===== config.mk =====
export PLATFORM = sky130hd
export DESIGN_NAME = mem_port_arbiter_flat
export DESIGN_NICKNAME = d
export VERILOG_FILES = /design/src/rtl/mem_port_arbiter_if.sv /design/src/rtl/mem_port_arbiter.sv /design/src/flat_wrapper.sv
export SDC_FILE = /design/constraint.sdc
export NUM_CORES = 1
export LEC_CHECK = 0
export CAP_MARGIN = 10
export CORE_AREA = 2 2 173 175
export CTS_CLUSTER_DIAMETER = 80
export DETAILED_ROUTE_END_ITERATION = 10
export DIE_AREA = 0 0 175 177
export SETUP_SLACK_MARGIN = 0.2
export SLEW_MARGIN = 25
export SYNTH_ARGS = -nofsm -noshare
export SYNTH_HDL_FRONTEND = slang
export SYNTH_SLANG_ARGS = --single-unit

===== constraint.sdc =====
create_clock -name clock -period 3 [get_ports clock]
set_clock_uncertainty 0.2 [all_clocks]
set_input_delay 0.45 -clock clock [delete_from_list [all_inputs] [get_ports clock]]
set_output_delay 0.45 -clock clock [all_outputs]
set_load 0.01 [all_outputs]

===== src/rtl/mem_port_arbiter_if.sv =====
// rtl/mem_port_arbiter_if.sv - IFU/LSU request-response and memory port bundle for mem_port_arbiter
// The arbiter uses the slave view; the requesters and memory model use the master view.
interface mem_port_arbiter_if #(
  parameter int ADDR_W = 32,
  parameter int DATA_W = 64
);
  logic              ifu_req_valid;
  logic              ifu_req_ready;
  logic [ADDR_W-1:0] ifu_addr;
  logic              ifu_resp_valid;
  logic [DATA_W-1:0] ifu_resp_data;
  logic              ifu_resp_err;

  logic              lsu_req_valid;
  logic              lsu_req_ready;
  logic [ADDR_W-1:0] lsu_addr;
  logic              lsu_wen;
  logic [DATA_W-1:0] lsu_wdata;
  logic [7:0]        lsu_wmask;
  logic              lsu_resp_valid;
  logic [DATA_W-1:0] lsu_resp_data;
  logic              lsu_resp_err;

  logic              mem_ren;
  logic              mem_wen;
  logic [ADDR_W-1:0] mem_addr;
  logic [DATA_W-1:0] mem_wdata;
  logic [7:0]        mem_wmask;
  logic [DATA_W-1:0] mem_rdata;
  logic              mem_rvalid;

  modport slave (
    input  ifu_req_valid, ifu_addr,
    input  lsu_req_valid, lsu_addr, lsu_wen, lsu_wdata, lsu_wmask,
    input  mem_rdata, mem_rvalid,
    output ifu_req_ready, ifu_resp_valid, ifu_resp_data, ifu_resp_err,
    output lsu_req_ready, lsu_resp_valid, lsu_resp_data, lsu_resp_err,
    output mem_ren, mem_wen, mem_addr, mem_wdata, mem_wmask
  );

  modport master (
    output ifu_req_valid, ifu_addr,
    output lsu_req_valid, lsu_addr, lsu_wen, lsu_wdata, lsu_wmask,
    output mem_rdata, mem_rvalid,
    input  ifu_req_ready, ifu_resp_valid, ifu_resp_data, ifu_resp_err,
    input  lsu_req_ready, lsu_resp_valid, lsu_resp_data, lsu_resp_err,
    input  mem_ren, mem_wen, mem_addr, mem_wdata, mem_wmask
  );
endinterface


===== src/rtl/mem_port_arbiter.sv =====
// rtl/mem_port_arbiter.sv - round-robin IFU/LSU arbiter for a single-ported memory with read watchdog
// One transaction in flight at a time; grants are combinational in IDLE, responses come from the WAIT states.
module mem_port_arbiter #(
  parameter int ADDR_W  = 32,
  parameter int DATA_W  = 64,
  parameter int TIMEOUT = 15
) (
  input  logic               clock,
  input  logic               reset,
  mem_port_arbiter_if.slave  bus
);
  localparam int WD_W = $clog2(TIMEOUT + 1);
  localparam logic [WD_W-1:0] WD_LIMIT = WD_W'(TIMEOUT);

  typedef enum logic [1:0] {
    IDLE    = 2'd0,
    WAIT_IF = 2'd1,
    WAIT_LS = 2'd2
  } state_t;

  state_t          state_q, state_d;
  logic            prio_lsu_q, prio_lsu_d;
  logic            is_wr_q, is_wr_d;
  logic [WD_W-1:0] wd_cnt_q, wd_cnt_d;

  logic              grant_lsu;
  logic              grant_ifu;
  logic              resp_valid;
  logic              resp_err;
  logic [DATA_W-1:0] resp_data;

  always_ff @(posedge clock) begin
    if (reset) begin
      state_q    <= IDLE;
      prio_lsu_q <= 1'b1;
      is_wr_q    <= 1'b0;
      wd_cnt_q   <= '0;
    end else begin
      state_q    <= state_d;
      prio_lsu_q <= prio_lsu_d;
      is_wr_q    <= is_wr_d;
      wd_cnt_q   <= wd_cnt_d;
    end
  end

  always_comb begin
    state_d    = state_q;
    prio_lsu_d = prio_lsu_q;
    is_wr_d    = is_wr_q;
    wd_cnt_d   = wd_cnt_q;
    grant_lsu  = 1'b0;
    grant_ifu  = 1'b0;
    resp_valid = 1'b0;
    resp_err   = 1'b0;
    resp_data  = '0;

    bus.ifu_req_ready  = 1'b0;
    bus.ifu_resp_valid = 1'b0;
    bus.ifu_resp_data  = '0;
    bus.ifu_resp_err   = 1'b0;
    bus.lsu_req_ready  = 1'b0;
    bus.lsu_resp_valid = 1'b0;
    bus.lsu_resp_data  = '0;
    bus.lsu_resp_err   = 1'b0;
    bus.mem_ren        = 1'b0;
    bus.mem_wen        = 1'b0;
    bus.mem_addr       = '0;
    bus.mem_wdata      = '0;
    bus.mem_wmask      = '0;

    // Outputs are held at zero while reset is asserted, even if the FSM is mid-transaction.
    if (!reset) begin
      case (state_q)
        IDLE: begin
          wd_cnt_d  = '0;
          grant_lsu = bus.lsu_req_valid && (!bus.ifu_req_valid || prio_lsu_q);
          grant_ifu = bus.ifu_req_valid && !grant_lsu;
          if (grant_lsu) begin
            bus.lsu_req_ready = 1'b1;
            bus.mem_addr      = bus.lsu_addr;
            if (bus.lsu_wen) begin
              bus.mem_wen   = 1'b1;
              bus.mem_wdata = bus.lsu_wdata;
              bus.mem_wmask = bus.lsu_wmask;
            end else begin
              bus.mem_ren = 1'b1;
            end
            is_wr_d    = bus.lsu_wen;
            prio_lsu_d = 1'b0;
            state_d    = WAIT_LS;
          end else if (grant_ifu) begin
            bus.ifu_req_ready = 1'b1;
            bus.mem_addr      = bus.ifu_addr;
            bus.mem_ren       = 1'b1;
            is_wr_d           = 1'b0;
            prio_lsu_d        = 1'b1;
            state_d           = WAIT_IF;
          end
        end
        WAIT_IF, WAIT_LS: begin
          if (state_q == WAIT_LS && is_wr_q) begin
            resp_valid = 1'b1;
            state_d    = IDLE;
            wd_cnt_d   = '0;
          end else if (bus.mem_rvalid) begin
            resp_valid = 1'b1;
            resp_data  = bus.mem_rdata;
            state_d    = IDLE;
            wd_cnt_d   = '0;
          end else if (wd_cnt_q == WD_LIMIT) begin
            resp_valid = 1'b1;
            resp_err   = 1'b1;
            state_d    = IDLE;
            wd_cnt_d   = '0;
          end else begin
            wd_cnt_d = wd_cnt_q + 1'b1;
          end
        end
        default: state_d = IDLE;
      endcase

      if (state_q == WAIT_IF) begin
        bus.ifu_resp_valid = resp_valid;
        bus.ifu_resp_data  = resp_data;
        bus.ifu_resp_err   = resp_err;
      end
      if (state_q == WAIT_LS) begin
        bus.lsu_resp_valid = resp_valid;
        bus.lsu_resp_data  = resp_data;
        bus.lsu_resp_err   = resp_err;
      end
    end
  end
endmodule


===== src/flat_wrapper.sv =====
// flat-port wrapper written by rule: the top's interface ports become plain ports
module mem_port_arbiter_flat 
#(
  parameter int ADDR_W  = 32,
  parameter int DATA_W  = 64,
  parameter int TIMEOUT = 15
)
  (clock, reset, bus_ifu_req_valid, bus_ifu_addr, bus_lsu_req_valid, bus_lsu_addr, bus_lsu_wen, bus_lsu_wdata, bus_lsu_wmask, bus_mem_rdata, bus_mem_rvalid, bus_ifu_req_ready, bus_ifu_resp_valid, bus_ifu_resp_data, bus_ifu_resp_err, bus_lsu_req_ready, bus_lsu_resp_valid, bus_lsu_resp_data, bus_lsu_resp_err, bus_mem_ren, bus_mem_wen, bus_mem_addr, bus_mem_wdata, bus_mem_wmask);
  mem_port_arbiter_if #(.ADDR_W(ADDR_W), .DATA_W(DATA_W)) bus_i ();
  input  logic clock;
  input  logic reset;
  input wire logic [$bits(bus_i.ifu_req_valid)-1:0] bus_ifu_req_valid;
  input wire logic [$bits(bus_i.ifu_addr)-1:0] bus_ifu_addr;
  input wire logic [$bits(bus_i.lsu_req_valid)-1:0] bus_lsu_req_valid;
  input wire logic [$bits(bus_i.lsu_addr)-1:0] bus_lsu_addr;
  input wire logic [$bits(bus_i.lsu_wen)-1:0] bus_lsu_wen;
  input wire logic [$bits(bus_i.lsu_wdata)-1:0] bus_lsu_wdata;
  input wire logic [$bits(bus_i.lsu_wmask)-1:0] bus_lsu_wmask;
  input wire logic [$bits(bus_i.mem_rdata)-1:0] bus_mem_rdata;
  input wire logic [$bits(bus_i.mem_rvalid)-1:0] bus_mem_rvalid;
  output wire logic [$bits(bus_i.ifu_req_ready)-1:0] bus_ifu_req_ready;
  output wire logic [$bits(bus_i.ifu_resp_valid)-1:0] bus_ifu_resp_valid;
  output wire logic [$bits(bus_i.ifu_resp_data)-1:0] bus_ifu_resp_data;
  output wire logic [$bits(bus_i.ifu_resp_err)-1:0] bus_ifu_resp_err;
  output wire logic [$bits(bus_i.lsu_req_ready)-1:0] bus_lsu_req_ready;
  output wire logic [$bits(bus_i.lsu_resp_valid)-1:0] bus_lsu_resp_valid;
  output wire logic [$bits(bus_i.lsu_resp_data)-1:0] bus_lsu_resp_data;
  output wire logic [$bits(bus_i.lsu_resp_err)-1:0] bus_lsu_resp_err;
  output wire logic [$bits(bus_i.mem_ren)-1:0] bus_mem_ren;
  output wire logic [$bits(bus_i.mem_wen)-1:0] bus_mem_wen;
  output wire logic [$bits(bus_i.mem_addr)-1:0] bus_mem_addr;
  output wire logic [$bits(bus_i.mem_wdata)-1:0] bus_mem_wdata;
  output wire logic [$bits(bus_i.mem_wmask)-1:0] bus_mem_wmask;
  assign bus_i.ifu_req_valid = bus_ifu_req_valid;
  assign bus_i.ifu_addr = bus_ifu_addr;
  assign bus_i.lsu_req_valid = bus_lsu_req_valid;
  assign bus_i.lsu_addr = bus_lsu_addr;
  assign bus_i.lsu_wen = bus_lsu_wen;
  assign bus_i.lsu_wdata = bus_lsu_wdata;
  assign bus_i.lsu_wmask = bus_lsu_wmask;
  assign bus_i.mem_rdata = bus_mem_rdata;
  assign bus_i.mem_rvalid = bus_mem_rvalid;
  assign bus_ifu_req_ready = bus_i.ifu_req_ready;
  assign bus_ifu_resp_valid = bus_i.ifu_resp_valid;
  assign bus_ifu_resp_data = bus_i.ifu_resp_data;
  assign bus_ifu_resp_err = bus_i.ifu_resp_err;
  assign bus_lsu_req_ready = bus_i.lsu_req_ready;
  assign bus_lsu_resp_valid = bus_i.lsu_resp_valid;
  assign bus_lsu_resp_data = bus_i.lsu_resp_data;
  assign bus_lsu_resp_err = bus_i.lsu_resp_err;
  assign bus_mem_ren = bus_i.mem_ren;
  assign bus_mem_wen = bus_i.mem_wen;
  assign bus_mem_addr = bus_i.mem_addr;
  assign bus_mem_wdata = bus_i.mem_wdata;
  assign bus_mem_wmask = bus_i.mem_wmask;
  mem_port_arbiter #(.ADDR_W(ADDR_W), .DATA_W(DATA_W), .TIMEOUT(TIMEOUT)) u_core (.clock(clock), .reset(reset), .bus(bus_i));
endmodule

==> results_dict.tcl, run 1 <==
set metrics [dict create \
    status "completed" \
    grt_max_degree 65 \
    leakage_nw 3.80 \
    num_vias 4059 \
    fill_cells 3259 \
    arrival_ns 2.08 \
    grt_pass1_vias 4040 \
    die_y_um 177 \
    slew_headroom_pct 79.5 \
    syn-cell-area_sq_um 2310 \
    synth-edff-count 0 \
    numCtsBuffers 3 \
    dr.pass1.iters 4 \
    hold_ws_ns 0.290 \
    period_needed_ns 2.73 \
    reg2regPathDepth 7 \
    synth_commonest_cells "and2_1, a22o_1" \
    rr_startpoint "u_core.state_q[1]" \
    power_density_nw_per_um2 146 \
    setup_violations 0 \
    placed_area_sq_um 7310 \
    hpwl_mm 12.7 \
    post-route-period-util_pct 90.9 \
    drive_gt1_share_pct 9.54 \
    drt_iter0_drc 84 \
    antenna_found_initial 1 \
    root_buffer "clkbuf_16" \
    drt_wl_total_mm 16.8 \
    core_area_sq_um 29200 \
    timing.fmax_mhz 367 \
    antenna_left 0 \
    viasPerCell 3.45 \
    cts.sinks 8 \
    hp-start "u_core.wd_cnt_q[1]" \
    die_width_um 175 \
    drv_slew 0 \
    hold_viol 0 \
    hold_depth 2 \
    synthesis.nets 542 \
    routedWlPerCell_um 14.3 \
    peakVddDrop_mv 0.127 \
    tns_ns 0 \
    endpoint_kind "output pin" \
    clkLatencyLatePin_ns 0.23 \
    drv_cap 0 \
    r2r_setup_slack_ns 1.31 \
    critPathKind "in2out" \
    yosysMostFrequentCell "and2_1" \
    syn_to_final_growth_pct 222 \
    num-nets-final 999 \
    ioPinCount 446 \
    initial_core_util_pct 7.90 \
    port_buffers 445 \
    rsz0062_at_grt "true" \
    tightestPinTransition_ns 0.307 \
    synthCells 331 \
    synth.area.top_cells "and2_1, a22o_1, dfxtp_1" \
    h-tree-depth 1 \
    ctsHoldBuffers 0 \
    clk_pin_slew_worst_paths_ns 0.03 \
    whs_endpoint "u_core.wd_cnt_q[1]" \
    yosysSeqAreaShare_pct 6.93 \
    cp_max_fo 14 \
    cts_tree "built" \
    start_kind "primary input" \
    die-area_sq_um 31000 \
    rows 63 \
    synthFlopType "dfxtp_1" \
    routabilityCongestion 0.789 \
    totalPowerFinal_mw 1.08 \
    diodes 0 \
    grt_pass1_wl_mm 23.4 \
    ys_async_sr_fraction_pct 0 \
    synth_largest_area_cell "and2_1" \
    rr_endpoint "u_core.state_q[1]" \
    grtUsageTotal_pct 9.58 \
    syn_area_per_cell_sq_um 6.98 \
    clockBufferDepth 2 \
    synth_seq_cells 8 \
    synth_top_area_share_pct 54.2 \
    worstPathRequired_ns 2.35 \
    hold_class "reg2reg" \
    synth_warnings 0 \
    final_cell_area_sq_um 7430 \
    drc_errors 0 \
    utilization_pct 25.4 \
    gr-total-overflow 0 \
    yosysUniqueCellTypes 38 \
]
[flip-flops by register name, indices dropped and copies added (netlist names)]
name and count:
u_core.state_q 2, u_core.wd_cnt_q 4, u_core.prio_lsu_q 1, u_core.is_wr_q 1
[cells in the final DEF, fill, tap and decap left out, drive strengths merged, types with 4 or more instances in the layout]
cell,Yosys,routed
nand2,9,9
clkdlybuf4s50,0,219
nor2b,4,4
dfxtp,8,8
dlygate4sd2,0,173
clkdlybuf4s15,0,26
ha,5,5
and2,200,200
buf,16,35
clkbuf,13,24
dlymetal6s2s,0,4
a22o,32,32
a21oi,6,6
nand2b,5,5
inv,4,4
[critical path, stage by stage]
cell and delay [ns]:
dlygate4sd2_1 0.27, nand2b_4 0.18, nor3b_4 0.26, buf_6 0.20, a22o_1 0.17, clkdlybuf4s50_1 0.54
[layout make-up]
| cell class | count | area, sq um | area share (%) |
|---|---|---|---|
| Clock buffer | 3 | 75.1 | 1.01 |
| Inverter | 4 | 15.0 | 0.202 |
| Multi-Input combinational cell | 290 | 2000 | 26.9 |
| Sequential cell | 8 | 160 | 2.15 |
| Tap cell | 390 | 488 | 6.56 |
| Timing Repair Buffer | 481 | 4690 | 63.2 |
[metal layers]
layer | global-route usage, % | share of wire [%]
met2 | 18.3 | 52
met5 | 0 | 0.077
met4 | 1.01 | 0.79
met3 | 2.47 | 8.7
met1 | 11.0 | 39
[worst max-delay path by stage]
stage / from / endpoint / slack [ns] / cells past startpoint
finish: reset / bus_mem_addr[27] / 0.27 / 6
global route: u_core.state_q[0] / bus_ifu_resp_data[43] / 0.19 / 8
CTS: reset / bus_mem_addr[0] / 0.20 / 6
detailed placement: reset / bus_mem_wdata[38] / -0.22 / 6
global placement: reset / bus_mem_wdata[40] / -0.23 / 6
floorplan: u_core.state_q[0] / bus_ifu_resp_data[10] / 0.74 / 7
[metrics by stage]
stage                     worst slack, ns  std cells
after global routing                0.187       1176
after floorplan                     0.744        331
after detailed placement           -0.222       1158
final                               0.274       1176
after CTS                           0.203       1174
after global placement             -0.227       1158
[report_power, final]
group | internal [mW] | total [mW] | switching (mW)
registers | 0.114 | 0.121 | 0.00680
clock network | 0.172 | 0.223 | 0.0512
logic | 0.482 | 0.741 | 0.259
[logic make-up (layout without fill, tap and decap cells)]
logic type / Yosys count / count (layout) / synth area share (%)
flops: 8 / 8 / 6.93
buf+inv: 33 / 488 / 8.50
simple gates: 236 / 236 / 64.7
xor+xnor: 1 / 1 / 0.379
compound gates: 48 / 48 / 16.8
fa+ha+maj: 5 / 5 / 2.71
[timing repair]
item,CTS,global route
pin swaps,2,2
cloned,7,1
buffers inserted,6,1
setup endpoints to repair,236,115
gates resized for setup,258,61
(Power assumes the default switching activity.)
==> run 2, diff against run 1 <==
--- a/config.mk
+++ b/config.mk
@@ -10,6 +10,7 @@
 export CTS_CLUSTER_DIAMETER = 80
 export DETAILED_ROUTE_END_ITERATION = 10
 export DIE_AREA = 0 0 175 177
+export REMOVE_ABC_BUFFERS = 1
 export SETUP_SLACK_MARGIN = 0.2
 export SLEW_MARGIN = 25
 export SYNTH_ARGS = -nofsm -noshare
==> results_dict.tcl, run 2 (synthesis gave the netlist of run 1 again) <==
set metrics [dict create \
    cpPeakStageDelay_ns 0.34 \
    r2r_setup_slack_ns 1.27 \
    peakVddDrop_mv 0.188 \
    num-nets-final 1009 \
    largest_register "u_core.wd_cnt_q" \
    clkLatencyLatePin_ns 0.23 \
    layoutNonFillerInstCount 1187 \
    clockBufferDepth 2 \
    routedWlPerCell_um 14.8 \
    critPathKind "reg2out" \
    grtUsageTotal_pct 9.56 \
    final_common_cell "clkdlybuf4s50_1" \
    antenna_left 0 \
    initial_core_util_pct 7.90 \
    grt_pass1_wl_mm 23.1 \
    worstPathRequired_ns 2.35 \
    tightestPinTransition_ns 0.332 \
    status "completed" \
    drive_gt1_share_pct 21.4 \
    core_area_sq_um 29200 \
    cts_tree "built" \
    die_y_um 177 \
    routabilityCongestion 0.868 \
    h-tree-depth 1 \
    grt_max_degree 65 \
    totalPowerFinal_mw 1.09 \
    leakage_nw 3.62 \
    port_buffers 445 \
    start_kind "register" \
    rows 63 \
    crit_buf_inv 4 \
    root_buffer "clkbuf_16" \
    die_width_um 175 \
    ioPinCount 446 \
    fill_cells 3244 \
    crit_slowest_cell "dfxtp_2" \
    num_vias 4098 \
    drv_cap 0 \
    antenna_found_initial 4 \
    viasPerCell 3.45 \
    gr-total-overflow 0 \
    post-route-period-util_pct 92.1 \
    mostFrequentLayoutCells "clkdlybuf4s50_1, and2_1, dlygate4sd2_1" \
    largest_reg_flops 4 \
    endpoint_kind "output pin" \
    drt_wl_total_mm 17.6 \
    numCtsBuffers 3 \
    cp_max_fo 16 \
    hold_viol 0 \
    crit_chain "inv_1 > ha_4 > nor2b_2 > and4_4 > buf_4 > clkbuf_16 > and2_1 > dlygate4sd2_1" \
    hpwl_mm 13.3 \
    power_density_nw_per_um2 149 \
    dp_cells 1161 \
    cts.sinks 8 \
    rsz0062_at_grt "true" \
    die-area_sq_um 31000 \
    syn_to_final_growth_pct 217 \
    slew_headroom_pct 77.8 \
    period_needed_ns 2.76 \
    drv_slew 0 \
    crit_family "buffers and inverters" \
    arrival_ns 2.11 \
    grt_pass1_vias 3837 \
    dr.pass1.iters 4 \
    clk_pin_slew_worst_paths_ns 0.04 \
    setup_violations 0 \
    timing.fmax_mhz 362 \
    top_regs "u_core.wd_cnt_q (4), u_core.state_q (2)" \
    drt_iter0_drc 128 \
    hold_class "reg2reg" \
    drc_errors 0 \
]
[run 2: cell types whose count changed in the layout (fill, tap and decap cells not counted), moves of 2 or more]
| cell | previous run | this run |
|---|---|---|
| clkdlybuf4s15_1 | 25 | 31 |
| buf_6 | 4 | 8 |
| buf_2 | 2 | 0 |
| clkdlybuf4s50_1 | 219 | 204 |
| clkdlybuf4s15_2 | 1 | 16 |
| dfxtp_2 | 0 | 2 |
| buf_4 | 17 | 21 |
| clkbuf_2 | 20 | 88 |
| clkbuf_16 | 4 | 6 |
| dlygate4sd2_1 | 173 | 101 |
| dfxtp_1 | 8 | 6 |
[run 2: routing by layer]
layer	wire [um]	GRT usage [%]	share of wire, %
met5	37	0	0.21
met4	316	1.94	1.8
met3	1690	2.86	9.6
met2	8720	17.5	50
met1	6800	11.0	39
[run 2: timing repair]
action                     4_1_cts  5_1_grt
gates resized for setup        332      172
buffers inserted                 8        4
pin swaps                        2        3
hold buffers                     0        0
gates cloned                     6        4
setup endpoints to repair      238      200
[run 2: final cells by class]
type | instances | area, sq um | area share [%]
Clock buffer | 3 | 75.1 | 1.02
Sequential cell | 8 | 163 | 2.22
Tap cell | 390 | 488 | 6.66
Inverter | 4 | 15.0 | 0.205
Antenna cell | 1 | 2.50 | 0.0341
Multi-Input combinational cell | 290 | 2010 | 27.4
Timing Repair Buffer | 491 | 4580 | 62.4
[run 2: power by group]
part	leakage [nW]	internal [mW]	switching (mW)	total, mW
Clock	0.0370	0.172	0.0539	0.226
Sequential	0.0660	0.115	0.00866	0.123
Combinational	3.52	0.476	0.265	0.742
[run 2: path summary, 6_finish.rpt]
path	startpoint	to	depth (start not counted)
worst max-delay path	u_core.state_q[1]	bus_ifu_resp_data[54]	8
worst min-delay path	u_core.wd_cnt_q[1]	u_core.wd_cnt_q[1]	2
worst max register to register	u_core.state_q[0]	u_core.state_q[1]	8
worst min register to register	u_core.wd_cnt_q[1]	u_core.wd_cnt_q[1]	2
[run 2: worst reg2reg max path: stages, from the launching register on]
cell and delay, ns:
dfxtp_2 0.33, inv_1 0.11, ha_4 0.16, nand2b_4 0.06, buf_4 0.16, nor3b_4 0.25
buf_6 0.17, buf_4 0.11, o2bb2ai_1 0.10
[run 2: per-stage QoR]
step	TNS, ns	area, sq um	hold WS, ns	utilization [%]	setup slack (ns)
final	0	7330	0.283	25.1	0.237
after global routing	0	7330	0.327	25.1	0.188
after CTS	0	7510	0.284	25.7	0.0146
after detailed placement	-10.77	7340	0.278	25.1	-0.124
after global placement	-9.81	7340	0.273	25.1	-0.119
after floorplan	-174.94	2130	0.252	-	-2.40
==> run 3, diff against run 2 <==
--- a/config.mk
+++ b/config.mk
@@ -10,6 +10,8 @@
 export CTS_CLUSTER_DIAMETER = 80
 export DETAILED_ROUTE_END_ITERATION = 10
 export DIE_AREA = 0 0 175 177
+export GPL_TIMING_DRIVEN = 0
+export HOLD_SLACK_MARGIN = 0.02
 export REMOVE_ABC_BUFFERS = 1
 export SETUP_SLACK_MARGIN = 0.2
 export SLEW_MARGIN = 25
==> results_dict.tcl, run 3 (synthesis gave the netlist of run 1 again) <==
set metrics [dict create \
    top_regs "u_core.wd_cnt_q (4), u_core.state_q (2)" \
    num_vias 4058 \
    setup_violations 0 \
    root_buffer "clkbuf_16" \
    largest_reg_flops 4 \
    rows 63 \
    grt_use_met3_pct 2.00 \
    grtUsageTotal_pct 9.29 \
    diodes 0 \
    viasPerCell 3.46 \
    mostFrequentLayoutCells "clkdlybuf4s50_1, and2_1, dlygate4sd2_1" \
    leakage_nw 4.32 \
    die_width_um 175 \
    dp_cells 1145 \
    worstPathRequired_ns 2.35 \
    cp_max_fo 11 \
    fill_cells 3248 \
    antenna_found_initial 0 \
    antenna_left 0 \
    timing.fmax_mhz 356 \
    drv_cap 0 \
    routedWlPerCell_um 14.0 \
    hold_ws_ns 0.289 \
    routabilityCongestion 0.831 \
    status "completed" \
    final_cell_area_sq_um 7500 \
    clk_pin_slew_worst_paths_ns 0.04 \
    rsz0062_at_grt "true" \
    grt_max_degree 26 \
    drc_errors 0 \
    drt_wl_total_mm 16.5 \
    die_y_um 177 \
    gr-total-overflow 0 \
    final_common_cell "clkdlybuf4s50_1" \
    dr.pass1.iters 4 \
    critPathKind "reg2out" \
    syn_to_final_growth_pct 225 \
    largest_register "u_core.wd_cnt_q" \
    ioPinCount 446 \
    placed_area_sq_um 7190 \
    h-tree-depth 1 \
    clockBufferDepth 2 \
    period_needed_ns 2.81 \
    grt_pass1_wl_mm 22.6 \
    power_density_nw_per_um2 145 \
    endpoint_kind "output pin" \
    num-nets-final 996 \
    drive_gt1_share_pct 11.5 \
    start_kind "register" \
    grt_pass1_vias 3835 \
    layoutNonFillerInstCount 1173 \
    core_area_sq_um 29200 \
    ctsHoldBuffers 0 \
    port_buffers 445 \
    cts_tree "built" \
    initial_core_util_pct 7.90 \
    busiest_layer "met2" \
    post-route-period-util_pct 93.7 \
    utilization_pct 25.6 \
    drt_iter0_drc 64 \
    hold_viol 0 \
    numCtsBuffers 3 \
    slew_headroom_pct 82.1 \
    peakVddDrop_mv 0.163 \
    cts.sinks 8 \
    die-area_sq_um 31000 \
    arrival_ns 2.16 \
    use_met2_pct 17.4 \
    gr-usage-met1_pct 11.0 \
    hpwl_mm 13.4 \
    drv_slew 0 \
    hold_class "reg2reg" \
    tightestPinTransition_ns 0.268 \
    clkLatencyLatePin_ns 0.24 \
]
-- run 3: cell count changes in the layout (fill, tap and decap cells not counted), sizes merged --
cell,change
clkbuf,-63
clkdlybuf4s15,-35
diode,-1
dlymetal6s2s,+37
dlygate4sd2,+41
clkdlybuf4s50,+15
buf,-6
nor2,+1
bufbuf,-3
-- run 3: per-layer routing --
layer / vias to the layer above / part of all wire (%) / wire (um)
met1: 1834 / 40 / 6510
li1: 1988 / - / -
met3: 5 / 8.6 / 1410
met5: - / 0 / 0
met2: 231 / 51 / 8420
met4: 0 / 0.73 / 120
-- run 3: where the power goes --
part	internal [mW]	leakage (nW)	total (mW)	switching, mW
Clock	0.172	0.0370	0.231	0.0583
Combinational	0.473	4.22	0.736	0.263
Sequential	0.115	0.0660	0.124	0.00963
-- run 3: final cells by class --
type	count	area (sq um)	share of cell area, %
timing repair buffer	477	4700	62.6
tap	390	488	6.51
multi-input combinational	291	2060	27.5
inverter	4	15.0	0.200
sequential	8	163	2.17
clock buffer	3	75.1	1.00
-- run 3: critical path, cell delays in order (launching register included) --
cell             delay [ns]
dfxtp_2                0.33
inv_2                  0.08
ha_4                   0.15
nand2b_4               0.08
nor4bb_4               0.32
buf_4                  0.17
buf_6                  0.11
buf_12                 0.13
buf_12                 0.11
and2_1                 0.17
clkdlybuf4s15_1        0.26
-- run 3: repair_timing --
action | 4_1_cts | 5_1_grt
endpoints found under the hold margin | 0 | 0
setup endpoints to repair | 239 | 127
resized for setup | 242 | 98
setup buffers | 15 | 4
cloned | 3 | 3
pin swaps | 7 | 4
-- run 3: per-stage QoR --
| stage | power, mW | setup slack [ns] | TNS (ns) |
|---|---|---|---|
| 5_1_grt | 1.15 | 0.0671 | 0 |
| 4_1_cts | 1.09 | 0.0470 | 0 |
| 2_1_floorplan | 0.321 | -2.40 | -174.94 |
| 3_5_place_dp | 0.831 | -1.32 | -153.22 |
| 3_3_place_gp | 0.811 | -5.99 | -619.89 |
| 6_report | 1.09 | 0.188 | 0 |
-- run 3: final timing paths --
kind	from	to	slack, ns	depth (start not counted)
max	u_core.state_q[1]	bus_mem_wmask[7]	0.19	10
min	u_core.wd_cnt_q[1]	u_core.wd_cnt_q[1]	0.29	2
max reg2reg	u_core.wd_cnt_q[0]	u_core.state_q[0]	1.45	4
min reg2reg	u_core.wd_cnt_q[1]	u_core.wd_cnt_q[1]	0.29	2
